<file path="config.mk">
export PLATFORM = sky130hd
export DESIGN_NAME = irq_prio_sequencer
export DESIGN_NICKNAME = d
export VERILOG_FILES = /design/src/rtl/irq_pkg.sv /design/src/rtl/irq_prio_resolve.sv /design/src/rtl/irq_prio_sequencer.sv
export SDC_FILE = /design/constraint.sdc
export NUM_CORES = 1
export LEC_CHECK = 0
export ABC_AREA = 1
export CAP_MARGIN = 20
export CORE_ASPECT_RATIO = 1.5
export CORE_MARGIN = 2
export CORE_UTILIZATION = 40
export CTS_BUF_LIST = sky130_fd_sc_hd__clkbuf_2
export CTS_CLUSTER_SIZE = 8
export DETAILED_ROUTE_END_ITERATION = 10
export DONT_BUFFER_PORTS = 1
export PLACE_DENSITY = 0.59
export SYNTH_ARGS = -nofsm -noshare
export SYNTH_HDL_FRONTEND = slang
export SYNTH_SLANG_ARGS = --single-unit
export TNS_END_PERCENT = 50
</file>
<file path="constraint.sdc">
create_clock -name clk -period 1.7 [get_ports clk]
set_input_delay 0.17 -clock clk [delete_from_list [all_inputs] [get_ports clk]]
set_output_delay 0.17 -clock clk [all_outputs]
set_load 0.02 [all_outputs]
</file>
<file path="src/rtl/irq_pkg.sv">
// irq_pkg: shared constants, state encoding and helpers for the IRQ priority sequencer
package irq_pkg;
    localparam int N_BANK = 3;
    localparam int N_CHAN = 9;
    localparam int CHAN_W = 4;
    localparam logic [N_BANK-1:0] BANK_A = 3'b001;
    localparam logic [N_BANK-1:0] BANK_B = 3'b010;
    localparam logic [N_BANK-1:0] BANK_C = 3'b100;
    typedef enum logic [1:0] {IDLE, RESOLVE, ISSUE, CLEAR} state_t;
    function automatic logic [CHAN_W-1:0] lowest(input logic [N_CHAN-1:0] v);
        lowest = '0;
        for (int i = N_CHAN - 1; i >= 0; i--) if (v[i]) lowest = CHAN_W'(i);
    endfunction
endpackage

</file>
<file path="src/rtl/irq_prio_resolve.sv">
// irq_prio_resolve: combinational 27-channel winner select, A>B>C unless promotion favours the lowest eligible bank
module irq_prio_resolve
    import irq_pkg::*;
(
    input  logic [N_CHAN-1:0] elig_a,
    input  logic [N_CHAN-1:0] elig_b,
    input  logic [N_CHAN-1:0] elig_c,
    input  logic              promote,
    output logic              any,
    output logic [N_BANK-1:0] win_bank,
    output logic [CHAN_W-1:0] win_chan
);
    logic [N_CHAN-1:0] sel;
    always_comb begin
        any      = |{elig_a, elig_b, elig_c};
        win_bank = promote && |elig_c ? BANK_C :
                   promote && |elig_b ? BANK_B :
                   |elig_a ? BANK_A : |elig_b ? BANK_B : |elig_c ? BANK_C : '0;
        sel      = win_bank == BANK_A ? elig_a : win_bank == BANK_B ? elig_b : elig_c;
        win_chan = lowest(sel);
    end
endmodule

</file>
<file path="src/rtl/irq_prio_sequencer.sv">
// irq_prio_sequencer: edge-captured sticky IRQ pending bits, one-at-a-time valid/ack grants with starvation promotion
module irq_prio_sequencer
    import irq_pkg::*;
#(
    parameter int STARVE_LIMIT = 4
) (
    input  logic              clk,
    input  logic              rst,
    input  logic [N_CHAN-1:0] req_a,
    input  logic [N_CHAN-1:0] req_b,
    input  logic [N_CHAN-1:0] req_c,
    input  logic [N_CHAN-1:0] chan_en,
    output logic              irq_valid,
    input  logic              irq_ack,
    output logic [N_BANK-1:0] irq_bank,
    output logic [CHAN_W-1:0] irq_chan,
    output logic              busy
);
    state_t state, state_n;
    logic [N_CHAN-1:0] pend_a, pend_b, pend_c, rq_a, rq_b, rq_c;
    logic [N_CHAN-1:0] elig_a, elig_b, elig_c, clr;
    logic [N_BANK-1:0] res_bank, win_bank, bank_n;
    logic [CHAN_W-1:0] res_chan, win_chan, chan_n;
    logic [7:0] starve_cnt;
    logic any, promote, lower;

    irq_prio_resolve u_resolve (
        .elig_a  (elig_a),
        .elig_b  (elig_b),
        .elig_c  (elig_c),
        .promote (promote),
        .any     (any),
        .win_bank(res_bank),
        .win_chan(res_chan)
    );

    always_comb begin
        elig_a  = pend_a & chan_en;
        elig_b  = pend_b & chan_en;
        elig_c  = pend_c & chan_en;
        promote = STARVE_LIMIT != 0 && starve_cnt == 8'(STARVE_LIMIT) && |{elig_b, elig_c};
        lower   = res_bank == BANK_A ? |{elig_b, elig_c} : res_bank == BANK_B ? |elig_c : 1'b0;
        state_n = state == IDLE    ? (any ? RESOLVE : IDLE) :
                  state == RESOLVE ? (any ? ISSUE : IDLE) :
                  state == ISSUE   ? (irq_ack ? CLEAR : ISSUE) : IDLE;
        bank_n  = state == RESOLVE ? res_bank : win_bank;
        chan_n  = state == RESOLVE ? res_chan : win_chan;
        clr     = state == CLEAR ? N_CHAN'(1) << win_chan : '0;
    end

    // Set is OR-ed after the clear so a re-rising request survives its own CLEAR edge
    always_ff @(posedge clk) begin
        if (rst) begin
            state      <= IDLE;
            pend_a     <= '0;
            pend_b     <= '0;
            pend_c     <= '0;
            rq_a       <= '0;
            rq_b       <= '0;
            rq_c       <= '0;
            starve_cnt <= '0;
            win_bank   <= '0;
            win_chan   <= '0;
            irq_valid  <= 1'b0;
            irq_bank   <= '0;
            irq_chan   <= '0;
            busy       <= 1'b0;
        end else begin
            state     <= state_n;
            rq_a      <= req_a;
            rq_b      <= req_b;
            rq_c      <= req_c;
            pend_a    <= (pend_a & ~(win_bank[0] ? clr : '0)) | (req_a & ~rq_a);
            pend_b    <= (pend_b & ~(win_bank[1] ? clr : '0)) | (req_b & ~rq_b);
            pend_c    <= (pend_c & ~(win_bank[2] ? clr : '0)) | (req_c & ~rq_c);
            irq_valid <= state_n == ISSUE;
            irq_bank  <= state_n == ISSUE ? bank_n : '0;
            irq_chan  <= state_n == ISSUE ? chan_n : '0;
            busy      <= state_n != IDLE;
            if (state == RESOLVE && any) begin
                win_bank   <= res_bank;
                win_chan   <= res_chan;
                starve_cnt <= promote || !lower ? '0 :
                              starve_cnt == 8'(STARVE_LIMIT) ? starve_cnt : starve_cnt + 8'd1;
            end
        end
    end
endmodule

</file>
======== Yosys cells after proc, flatten, opt, wreduce, memory -nomap -nowiden ========
Cells that the tools add are included.
word-level totals
  bits in registers ....................... 80
  input port bits ......................... 39
  output and inout bits ................... 9
  logic and storage cells ................. 90
operators by class
  add/subtract/negate cells ............... 1
  equal/unequal tests ..................... 8
  shifts and indexed selects .............. 1
  multiplexer cells ....................... 32
  bitwise logic cells ..................... 19
  reduce and logical (&&, ||, !) cells .... 15
operator list
  kind                                             number
  bitwise AND 9 bit                                9
  2-to-1 mux 9 bit                                 6
  NOT 9 bit                                        6
  2-to-1 mux 4 bit                                 10
  OR 9 bit                                         3
  OR reduction 27 bit                              1
  OR reduction 9 bit                               3
  2-to-1 mux 3 bit                                 6
  OR reduction 18 bit                              1
  2-to-1 mux 8 bit                                 2
  << shifter 1 x 4 -> 9 bit, first input constant  1
  adder 8 x 1 -> 8 bit, second input constant      1
  == test 8 x 3 -> 1 bit, second input constant    1
  2-to-1 mux 2 bit                                 4
  == test 2 bit, second input constant             3
  logical AND 1 bit                                4
  2-to-1 mux 1 bit                                 4
  == test 3 x 1 -> 1 bit, second input constant    1
  == test 3 x 2 -> 1 bit, second input constant    1
  == test 2 x 1 -> 1 bit, second input constant    1
  logical NOT 2 bit                                1
  != test 2 x 1 -> 1 bit, second input constant    1
  AND reduction 2 bit                              1
  nonzero test 2 bit                               1
  other kinds (4)                                  4

======== Longest topological paths before layout ========
  depth after elaboration ................. 20
  depth in mapped cells ................... 17
  depth with buffers taken out ............ 17

======== Cells and area by module ========
Synthesis repeated with hierarchy kept, for this count alone.
unflattened totals
  cells, all modules ...................... 546
  area total of the unflattened synthesis .. 3,712.3 µm²
by module, submodules not included
  module              instances  cells each  area each (µm²)  seq. area each (µm²)
  irq_prio_sequencer  1          450         3,210.6          1,601.5
  irq_prio_resolve    1          96          501.7            0.0

======== Worst setup path before layout ========
OpenSTA, ideal clock, no wires.
  path kind ............................... reg2reg
  from .................................... register starve_cnt[0]
  to ...................................... register irq_chan[1]
  setup time .............................. 70 ps
  arrival time ............................ 1,718 ps
  data required time ...................... 1,630 ps
  setup slack ............................. -88 ps
  cell stages (with the launch flop) ...... 14
  path buffers ............................ 1
  period minus slack after synthesis ...... 1,788 ps
  path through ............................ dfxtp_1 inv_1 ha_1 nand2_1 nor3_4 nand2_2 nand2_4 buf_8 o211ai_1 o21ai_1 nand2_1 a21oi_1 or2_1 a21oi_1
between the ends
  cells in the longest elaborated chain, start to end .. 17
  elaborated cells on any way between the ends .. 19
  those cells by class .................... eq/ne (3); mux (13); reduce/logical (3)
ends and longest elaborated chain
  what                           line                      RTL
  start, declared                irq_prio_sequencer.sv:24  logic [7:0] starve_cnt;
  start signal, assigned         irq_prio_sequencer.sv:83  starve_cnt <= promote || !lower ? '0 :
  == test 8 x 3 -> 1 bit *       irq_prio_sequencer.sv:41  promote = STARVE_LIMIT != 0 && starve_cnt == 8'(STARVE_LIMIT) && |{elig_b, elig_c};
  logical AND 1 bit *            irq_prio_sequencer.sv:41
  logical AND 1 bit              irq_prio_resolve.sv:17    promote && |elig_b ? BANK_B :
  2-to-1 mux 3 bit               irq_prio_resolve.sv:17
  2-to-1 mux 3 bit *             irq_prio_resolve.sv:16    win_bank = promote && |elig_c ? BANK_C :
  == test 3 x 2 -> 1 bit         irq_prio_resolve.sv:19    sel = win_bank == BANK_A ? elig_a : win_bank == BANK_B ? elig_b : elig_c;
  2-to-1 mux 9 bit               irq_prio_resolve.sv:19
  2-to-1 mux 9 bit *             irq_prio_resolve.sv:19
  2-to-1 mux 4 bit (7 in a row)  irq_pkg.sv:12             for (int i = N_CHAN - 1; i >= 0; i--) if (v[i]) lowest = CHAN_W'(i);
  2-to-1 mux 4 bit *             irq_pkg.sv:12
  2-to-1 mux 4 bit *             irq_prio_sequencer.sv:47  chan_n = state == RESOLVE ? res_chan : win_chan;
  end signal, assigned           irq_prio_sequencer.sv:78  irq_chan <= state_n == ISSUE ? chan_n : '0;
  end, declared                  irq_prio_sequencer.sv:16  output logic [CHAN_W-1:0] irq_chan,
Mark *: on every way between the ends. The rest lies on a longest branch, timed or not.
A chain may end at the register's enable or synchronous reset.

======== Worst setup path after layout ========
  from .................................... register starve_cnt[1]
  to ...................................... register win_chan[1]
between the ends
  cells in the longest elaborated chain, start to end .. 16
  elaborated cells on any way between the ends .. 18
  those cells by class .................... eq/ne (3); mux (12); reduce/logical (3)
ends and longest elaborated chain
  what                           line                      RTL
  == test 8 x 3 -> 1 bit *       irq_prio_sequencer.sv:41
  logical AND 1 bit *            irq_prio_sequencer.sv:41
  logical AND 1 bit              irq_prio_resolve.sv:17
  2-to-1 mux 3 bit               irq_prio_resolve.sv:17
  2-to-1 mux 3 bit *             irq_prio_resolve.sv:16
  == test 3 x 2 -> 1 bit         irq_prio_resolve.sv:19
  2-to-1 mux 9 bit               irq_prio_resolve.sv:19
  2-to-1 mux 9 bit *             irq_prio_resolve.sv:19
  2-to-1 mux 4 bit (7 in a row)  irq_pkg.sv:12
  2-to-1 mux 4 bit *             irq_pkg.sv:12
  end signal, assigned           irq_prio_sequencer.sv:82  win_chan <= res_chan;
  end, declared                  irq_prio_sequencer.sv:23  logic [CHAN_W-1:0] res_chan, win_chan, chan_n;
Marks and branches as above.

==> results.rst <==
.. list-table::
   :header-rows: 1

   * - Metric
     - Value
   * - First DRT Iteration DRCs
     - about 160
   * - Area of the core region
     - approximately 8400 um^2
   * - Via total after detailed routing
     - ~3400
   * - Top-level port count
     - 48
   * - Pin count of the biggest net entering global routing
     - 48
   * - Distinct cell type count after synthesis
     - 40
   * - GRT Total Usage
     - ~22%
   * - IO buf count
     - 0
   * - Class of the most critical hold timing path
     - input port to flop
   * - Post-layout power
     - around 0.0045 W
   * - Max Cap Viol
     - 0
   * - Crit path buffers/inverters
     - 2
   * - Main area contributors after synthesis
     - dfxtp_1 47%, nand2_1 11%, nor2_1 7.3%, inv_1 5.4%, a21oi_1 5.0%
   * - Routability-driven placement congestion ratio
     - around 0.95
   * - Antenna-violating nets left
     - 0
   * - Share of the synthesized area in the top cell type
     - between 40 and 50%
   * - Standard cell with the maximum stage delay on the critical path
     - dfxtp_2
   * - HPWL after detailed placement
     - between 6000 and 7000 um
   * - Net count of the mapped netlist
     - between 500 and 600
   * - Share of the cycle needed by the critical path after routing
     - 121.7%
   * - Root Buffer
     - clkbuf_2
   * - Multi-input logic area
     - 1815 um^2
   * - Setup repair after global routing missed its margin
     - yes
   * - Clock slew at the register clock pins of the worst setup and hold paths
     - around 0.22 ns
   * - Hold path startpoint
     - chan_en[8]
   * - Cell count after synthesis
     - 464
   * - Biggest area consumer among synthesized cells
     - dfxtp_1
   * - Violations in the final reports
     - setup timing
   * - Final clock skew
     - around 0.024 ns
   * - Peak VDD IR
     - about 0.62 mV
   * - Total gr overflow
     - 0
   * - Wirelength per Cell
     - roughly 14 um
   * - Number of detailed-routing iterations run before antenna repair
     - 4
   * - Family of cells with the greatest summed delay on the critical path
     - simple AND/OR/NAND/NOR gates
   * - Max H-tree Level
     - 3
   * - Setup CP Type
     - flop to flop
   * - Average cell area after synthesis
     - between 7 and 8 um^2
   * - Critical Path Fanout Max
     - 7
   * - Netlist Area Pre-Place
     - 3433 um^2
   * - Worst Setup Start Kind
     - flop
   * - Initial Utilization
     - 41.06%
   * - Fin util
     - 57.58%
   * - Number of register bits inferred by synthesis
     - 80
   * - CP peak stage delay
     - between 0.3 and 0.4 ns
   * - Highest attainable clock frequency
     - 483.3 MHz
   * - Number of placed instances with taps included
     - 612
   * - Run status
     - complete, but fails checks
   * - Static leakage
     - approximately 2.2 nW
   * - Flip-flop and latch area
     - roughly 1600 um^2
   * - Fraction of layout instances using a drive strength above 1
     - 33.28%
   * - Fraction of registers with async set/reset
     - 0%
   * - Initial antenna violation count
     - 0
   * - Launching point of the worst reg2reg path
     - starve_cnt[1]$_SDFFE_PP0P_
   * - CP Capture Type
     - flop
   * - Antenna Cells
     - 0
   * - Number of fill cells
     - between 700 and 800
   * - Slew of the pin with the lowest slew margin
     - between 0.5 and 0.6 ns
   * - Synthesis-to-layout area growth
     - 40.23%
   * - Total power per unit cell area
     - around 940 nW/um^2
   * - Vias per cell
     - 4.979
   * - Prevailing post-synth register cell
     - dfxtp_1
   * - # nets final
     - 611
   * - Floorplan die width
     - 79.65 um
   * - Data required time of the worst path
     - approximately 2.2 ns
   * - Number of warnings issued by yosys
     - 0
   * - Max-slew violation count
     - 0
   * - Clk Latency, worst-skew pair
     - between 0.5 and 0.6 ns
   * - Final hold violation count
     - 0
   * - PnR worst setup slack
     - -0.3690 ns
   * - Sequential fraction of the synthesis area
     - 46.65%
   * - Pre-CTS WS
     - -0.3511 ns
   * - First-pass GRT wire length
     - around 16000 um
   * - Signal arrival time at the worst endpoint
     - between 2 and 3 ns
   * - Routed wire length
     - ~9900 um
   * - Most Frequent Cell on Critical Path
     - nand2_4
   * - Cells along the critical path
     - inv_2 > ha_4 > nand2_4 > nor3_4 > nand2_2 > nand2_4 > buf_6 > nand2_4 > nand3_4 > o21ai_4 > nor2_4 > a21oi_2 > or2_1 > a21oi_1
   * - DRC
     - 0
   * - Period minus WS final
     - approximately 2.1 ns
   * - Sinks on the clock net
     - 80
   * - Number of enable flip-flop cells after synthesis
     - 0
   * - Number of buffers between clock root and the deepest sink
     - 2
   * - Remaining max-slew budget at the tightest pin
     - between 60% and 70%
   * - Setup violations, final
     - 25
   * - Die span in y
     - roughly 120 um
   * - Number of standard cells in the layout, taps in and fillers out
     - between 600 and 700
   * - Die area
     - a little over 9000 um^2
   * - Core Rows
     - between 40 and 50
   * - Number of global-route vias before repair
     - roughly 3400
   * - Total clock buffers created by CTS
     - 9
   * - Critical path startpoint
     - starve_cnt[1]$_SDFFE_PP0P_
   * - Clock tree from TritonCTS
     - yes
-- area by class of cell --
| cell class | instances | share of cell area, % |
|---|---|---|
| clock buffers | 11 | 1.143 |
| inverters | 58 | 4.626 |
| well taps | 107 | 2.781 |
| repair buffers | 106 | 18.69 |
| multi-input cells | 315 | 37.71 |
| clock inverters | 4 | 1.455 |
| flip-flops and latches | 80 | 33.60 |
-- sequential cells by signal, summed over array words and instances (netlist names) --
name        flops
rq_c            9
irq_chan        4
pend_a          9
rq_a            9
pend_b          9
win_bank        3
pend_c          9
irq_valid       1
irq_bank        3
rq_b            9
win_chan        4
starve_cnt      8
busy            1
state           2
-- layout by cell type, fill, tap and decap left out, types with 3 or more instances in the layout --
cell type	instances
o21ai_0	21
o211ai_1	3
dfxtp_1	67
dfxtp_2	13
clkbuf_2	11
a21oi_1	27
nor2_4	8
nand2_1	80
buf_6	5
o22ai_1	12
nand2_4	7
nand2_2	23
dlygate4sd3_1	29
nand3_2	7
o21ai_1	9
a21oi_2	7
buf_4	71
inv_1	46
nand3_1	11
nand4_1	5
inv_2	9
nor2_1	60
nor2_2	3
o21ai_2	5
nor3_1	3
-- report_power, final --
group / internal [W] / total [W] / switching, W
clock: 0.000487 / 0.00114 / 0.000649
sequential: 0.00203 / 0.00214 / 0.000114
combinational: 0.000563 / 0.00125 / 0.000686
-- synth_stat cells, types with 2 or more instances --
master	instances
nand2_1	105
dfxtp_1	80
nor2_1	67
inv_1	49
a21oi_1	34
o21ai_0	21
nand3_1	17
o21ai_1	14
o22ai_1	12
clkbuf_1	8
inv_2	8
nand4_1	5
nor3_1	4
nand3_2	3
nor2_2	3
o211ai_1	3
a211oi_1	2
a31oi_1	2
ha_1	2
nand2_2	2
nand2_4	2
nand3b_1	2
or2_4	2
-- path summary, 6_finish.rpt --
path	endpoint	slack (ns)	cells past startpoint
worst max-delay path	win_chan[1]$_SDFFE_PP0P_	-0.37	14
worst max register to register	win_chan[1]$_SDFFE_PP0P_	-0.37	14
worst min register to register	pend_c[4]$_SDFF_PP0_	0.43	1
worst min-delay path	irq_chan[3]$_SDFF_PP0_	0.03	4
-- cells by family (layout without fill, tap and decap cells) --
kind of cell / Yosys count / in the layout / synth area share, %
AO/OA/AOI/OAI: 94 / 94 / 16.18
buffers and inverters: 70 / 179 / 8.236
adder cells (fa/ha/maj): 2 / 2 / 0.7287
flip-flops: 80 / 80 / 46.65
AND/OR/NAND/NOR: 218 / 219 / 28.21
-- per-layer routing --
metal | wire (um) | vias to the layer above | track usage [%]
met4 | 454 | 0 | 12.82
met2 | 5235 | 72 | 37.45
met3 | 337 | 34 | 4.985
li1 | - | 1715 | -
met5 | 0 | - | 0
met1 | 3826 | 1570 | 23.25
-- worst min-delay path, stage by stage --
cell	delay, ns
nand2_1	0.07
o21ai_0	0.14
nand3b_1	0.13
a21oi_1	0.06
-- what timing repair did --
item,CTS,global route
endpoints found under the hold margin,74,0
setup buffers,14,9
pin swaps,18,30
gates cloned,1,0
setup endpoints to repair,25,26
hold buffers,30,0
resized for setup,28,61
-- stage by stage --
stage	cell area [um^2]	hold slack (ns)	setup TNS [ns]
after floorplan	3442	0.2625	-0.2588
after global placement	3909	0.2462	-5.112
after detailed placement	3909	0.2470	-5.416
after CTS	4542	0.008210	-5.050
after global routing	4815	0.04570	-9.048
final	4815	0.02760	-5.874
No activity file was read; power rests on OpenSTA's default activity.
